## src/rtl/cobalt_mult_pkg.sv

```systemverilog
// cobalt_mult_pkg: shared defaults, stage record and latency limits for the multiply unit.
package cobalt_mult_pkg;
    localparam int MULT_DATA_W     = 32;
    localparam int MULT_TAG_W      = 6;
    localparam int MULT_STAGES     = 3;
    localparam int MULT_STAGES_MIN = 2;
    localparam int MULT_STAGES_MAX = 6;

    typedef struct packed {
        logic                   v;
        logic                   sgn;
        logic [MULT_TAG_W-1:0]  tag;
        logic [MULT_DATA_W-1:0] lo;
        logic [MULT_DATA_W-1:0] hi;
    } mult_stage_t;
endpackage

```

## src/rtl/mult_pipe_stage.sv

```systemverilog
// mult_pipe_stage: one valid+payload pipeline register with load-enable and flush.
module mult_pipe_stage #(
    parameter int W = 8
) (
    input  logic         clk,
    input  logic         reset_n,
    input  logic         load,
    input  logic         flush,
    input  logic         in_v,
    input  logic [W-1:0] in_data,
    output logic         out_v,
    output logic [W-1:0] out_data
);
    logic         v_d, v_q;
    logic [W-1:0] data_d, data_q;

    always_comb begin
        v_d    = !flush && (load ? in_v : v_q);
        data_d = load ? in_data : data_q;
    end

    always_ff @(posedge clk or negedge reset_n) begin
        if (!reset_n) begin
            v_q    <= 1'b0;
            data_q <= '0;
        end else begin
            v_q    <= v_d;
            data_q <= data_d;
        end
    end

    assign out_v    = v_q;
    assign out_data = data_q;
endmodule

```

## src/rtl/mult_exec_unit.sv

```systemverilog
// mult_exec_unit: pipelined signed/unsigned multiplier with CDB hold, back-pressure and flush.
// Define MULT_HILO_EN to also register the upper product half and expose multcdb_hi.
module mult_exec_unit
    import cobalt_mult_pkg::*;
#(
    parameter int DATA_W = MULT_DATA_W,
    parameter int TAG_W  = MULT_TAG_W,
    parameter int STAGES = MULT_STAGES
) (
    input  logic              clk,
    input  logic              reset_n,
    input  logic              issuemult_enable,
    output logic              issuemult_ready,
    input  logic              issuemult_signed,
    input  logic [DATA_W-1:0] issuemult_rsdata,
    input  logic [DATA_W-1:0] issuemult_rtdata,
    input  logic [TAG_W-1:0]  issuemult_rdtag,
    input  logic              flush,
    output logic              multcdb_valid,
    input  logic              multcdb_grant,
    output logic [DATA_W-1:0] multcdb_data,
`ifdef MULT_HILO_EN
    output logic [DATA_W-1:0] multcdb_hi,
`endif
    output logic [TAG_W-1:0]  multcdb_tag
);
    // Out-of-range depths are clamped to the supported latency window.
    localparam int NS = (STAGES < MULT_STAGES_MIN) ? MULT_STAGES_MIN :
                        (STAGES > MULT_STAGES_MAX) ? MULT_STAGES_MAX : STAGES;
`ifdef MULT_HILO_EN
    localparam int PW = 2 * DATA_W;
`else
    localparam int PW = DATA_W;
`endif
    localparam int SW = TAG_W + PW;
    localparam int IW = 1 + TAG_W + 2 * DATA_W;

    logic                v  [NS];
    logic                ld [NS];
    logic [SW-1:0]       sd [1:NS-1];
    logic [IW-1:0]       s0;
    logic                s0_sgn;
    logic [TAG_W-1:0]    s0_tag;
    logic [DATA_W-1:0]   s0_a, s0_b;
    logic [2*DATA_W-1:0] ext_a, ext_b;
    logic [PW-1:0]       prod;

    // A stage loads when empty or when its occupant moves on, so bubbles collapse.
    for (genvar k = 0; k < NS; k++) begin : g_ld
        if (k == NS - 1) begin : g_out
            assign ld[k] = !v[k] || multcdb_grant;
        end else begin : g_mid
            assign ld[k] = !v[k] || ld[k+1];
        end
    end

    mult_pipe_stage #(.W(IW)) u_s0 (
        .clk      (clk),
        .reset_n  (reset_n),
        .load     (ld[0]),
        .flush    (flush),
        .in_v     (issuemult_enable && !flush),
        .in_data  ({issuemult_signed, issuemult_rdtag, issuemult_rsdata, issuemult_rtdata}),
        .out_v    (v[0]),
        .out_data (s0)
    );

    assign {s0_sgn, s0_tag, s0_a, s0_b} = s0;
    assign ext_a = {{DATA_W{s0_sgn & s0_a[DATA_W-1]}}, s0_a};
    assign ext_b = {{DATA_W{s0_sgn & s0_b[DATA_W-1]}}, s0_b};
    assign prod  = PW'(ext_a * ext_b);

    for (genvar k = 1; k < NS; k++) begin : g_stage
        logic [SW-1:0] din;
        if (k == 1) begin : g_first
            assign din = {s0_tag, prod};
        end else begin : g_carry
            assign din = sd[k-1];
        end
        mult_pipe_stage #(.W(SW)) u_s (
            .clk      (clk),
            .reset_n  (reset_n),
            .load     (ld[k]),
            .flush    (flush),
            .in_v     (v[k-1]),
            .in_data  (din),
            .out_v    (v[k]),
            .out_data (sd[k])
        );
    end

    assign issuemult_ready = ld[0];
    assign multcdb_valid   = v[NS-1];
`ifdef MULT_HILO_EN
    assign {multcdb_tag, multcdb_hi, multcdb_data} = sd[NS-1];
`else
    assign {multcdb_tag, multcdb_data} = sd[NS-1];
`endif
endmodule

```

## config.mk

```make
export PLATFORM = sky130hd
export DESIGN_NAME = mult_exec_unit
export DESIGN_NICKNAME = d
export VERILOG_FILES = /design/src/rtl/cobalt_mult_pkg.sv /design/src/rtl/mult_pipe_stage.sv /design/src/rtl/mult_exec_unit.sv
export SDC_FILE = /design/constraint.sdc
export NUM_CORES = 1
export LEC_CHECK = 0
export ABC_AREA = 0
export ABC_CLOCK_PERIOD_IN_PS = 13800
export CORE_MARGIN = 5
export CORE_UTILIZATION = 60
export DETAILED_ROUTE_END_ITERATION = 8
export GPL_TIMING_DRIVEN = 0
export PLACE_DENSITY = 0.9
export SLEW_MARGIN = 5
export SYNTH_ARGS = -nofsm -noshare
export SYNTH_HDL_FRONTEND = slang
export SYNTH_HIERARCHICAL = 1
export SYNTH_SLANG_ARGS = --single-unit
```

## constraint.sdc

```tcl
create_clock -name clk -period 13.8 [get_ports clk]
set_input_delay 4.14 -clock clk [delete_from_list [all_inputs] [get_ports clk]]
set_output_delay 4.14 -clock clk [all_outputs]
set_load 0.1 [all_outputs]
```

==> impl_metrics.json <==
{
  "status": "complete, no violations",
  "fin_crit_sh_pct": 73.3,
  "wl_per_cell_um": 22.4,
  "hold_viol_final": 0,
  "max_stage_delay_ps": 1160,
  "syn_area_um2": 22400,
  "slew_headroom_pct": 28.6,
  "multi_input_area_um2": 16400,
  "clk_latency_ps": 470,
  "slew_viol_final": 0,
  "fin_tns_setup_ps": 0,
  "crit_path_end_kind": "primary output",
  "n_antenna_cell": 0,
  "numClockSinks": 149,
  "cts_made_buffers": 17,
  "seq_area_um2": 3730,
  "wl_met1_mm": 22.5,
  "routabilityCongestion": 1.02,
  "dieArea_um2": 41200,
  "antenna_found_initial": 1,
  "hold_buffers": 0,
  "area_growth_pct": 10.7,
  "start_util_pct": 61.0,
  "die_w_um": 203,
  "crit_path_cell_trace": "clkdlybuf4s50_1 > nand4b_1 > clkdlybuf4s50_1",
  "cp_data_required_time_ps": 9660,
  "grtUsageTotal_pct": 31.1,
  "top_layer_used": "met5",
  "cp_slowest_cell": "clkdlybuf4s50_1",
  "via_per_inst": 5.73,
  "clk_pin_slew_worst_paths_ps": 70,
  "crit_top_cell": "clkdlybuf4s50_1",
  "drc": 0,
  "grt_max_degree": 98,
  "setup_violations": 0,
  "rsz0062_at_grt": "no",
  "syn_nets": 2771,
  "cts_setup_buffers": 0,
  "dieHeight_um": 203,
  "htreeDepth": 4,
  "first_iter_violations": 1271,
  "avgSynthCellArea_um2": 10.5,
  "grt_pass1_wl_mm": 97.9,
  "cp_num_buf_inv": 2,
  "dr.pass1.iters": 7,
  "fill_cells": 2600,
  "fin_worst_skew_ps": 24.0,
  "wl_met3_mm": 5.22,
  "ios": 116,
  "postSynthCellCount": 2137,
  "core_um2": 36700,
  "yosysWarnings": 6,
  "critPathKind": "in -> out",
  "cp-start-kind": "primary input",
  "post_cts_resized": 0,
  "period_minus_slack_ps": 10120,
  "dr_wl_met2_mm": 29.6,
  "io_buffers": 114,
  "clock.fmax_mhz": 98.9,
  "clockRootBuffer": "clkbuf_16",
  "drive_above_1_share_pct": 9.59,
  "cts_tree": "yes",
  "hold_class": "reg -> reg",
  "grt_pass1_vias": 17931,
  "worstPathMaxFanout": 3,
  "dp_hpwl_mm": 49.2,
  "layout.nets": 2905,
  "path_delay_family": "buffers and inverters",
  "cap_violations": 0,
  "grt-ovfl-total": 0,
  "via_count": 15780,
  "tightest_slew_ps": 1070,
  "routed_wirelength_mm": 61.7,
  "cts_max_path_buffers": 2,
  "rows": 70,
  "ant_nets": 0,
  "critical_path_arrival_ps": 5980
}
-- placed cells by master (no fill, tap or decap), types with 5 or more instances in the layout --
cell type        count
mux2_4              89
mux2_2              57
nor2b_1              5
inv_8                5
a21oi_1             16
nand2_1            201
ha_1               150
fa_1               408
and2_1             335
inv_1              444
xnor2_1             67
nand3_1              5
nor3_1               8
clkbuf_1            81
dfrtp_1            149
clkbuf_16           17
buf_12               7
xor2_1              15
nor2_1              13
clkdlybuf4s50_1    113
a21o_1              10
o21ai_0             10
-- registers in the layout (all words and copies together) (netlist names) --
| name | count |
|---|---|
| g_stage.u_s/out_data | 76 |
| u_s0/out_data | 70 |
| u_s0/out_v | 1 |
| g_stage.u_s/out_v | 2 |
-- final timing paths --
check / from / to / slack [ps] / cells after the start
worst max-delay path: multcdb_grant / issuemult_ready / 3680 / 3
min in group asynchronous: reset_n / u_s0/out_data[14]$_DFFE_PN0P_ / 3650 / 1
max in group asynchronous: reset_n / g_stage[2].u_s/out_data[26]$_DFFE_PN0P_ / 9270 / 2
worst min register to register: g_stage[1].u_s/out_data[31]$_DFFE_PN0P_ / g_stage[2].u_s/out_data[31]$_DFFE_PN0P_ / 510 / 1
worst min-delay path: g_stage[1].u_s/out_data[31]$_DFFE_PN0P_ / g_stage[2].u_s/out_data[31]$_DFFE_PN0P_ / 510 / 1
worst max register to register: u_s0/out_data[3]$_DFFE_PN0P_ / g_stage[1].u_s/out_data[31]$_DFFE_PN0P_ / 5640 / 25
-- metal layers --
layer,up-vias,GRT usage (%)
met4,2,17.7
met3,266,6.87
met1,8110,37.6
met2,788,51.7
met5,-,0
li1,6614,-
-- stage by stage --
| stage | std cells | util, % | worst slack (ps) | cell area [µm²] | hold WS, ps |
|---|---|---|---|---|---|
| floorplan | 2137 | - | 4510 | 22400 | 475 |
| global placement | 2719 | 65.7 | 2740 | 24100 | 483 |
| detailed placement | 2720 | 65.7 | 3700 | 24100 | 491 |
| CTS | 2752 | 67.5 | 3680 | 24800 | 506 |
| global route | 2752 | 67.5 | 3630 | 24800 | 519 |
| finish | 2752 | 67.5 | 3680 | 24800 | 505 |
-- cell type report --
class                      instances  share of cell area (%)
inverter                         444                    6.73
multi-input combinational       1443                    66.3
buffer                           101                    2.25
tap                              468                    2.36
clock inverter                    14                   0.808
clock buffer                      18                    1.77
sequential                       149                    15.1
timing repair buffer             115                    4.72
Power is left out: the tool's default activity adds up to more than one toggle a clock period on the data nets, which glitch-free logic cannot reach.
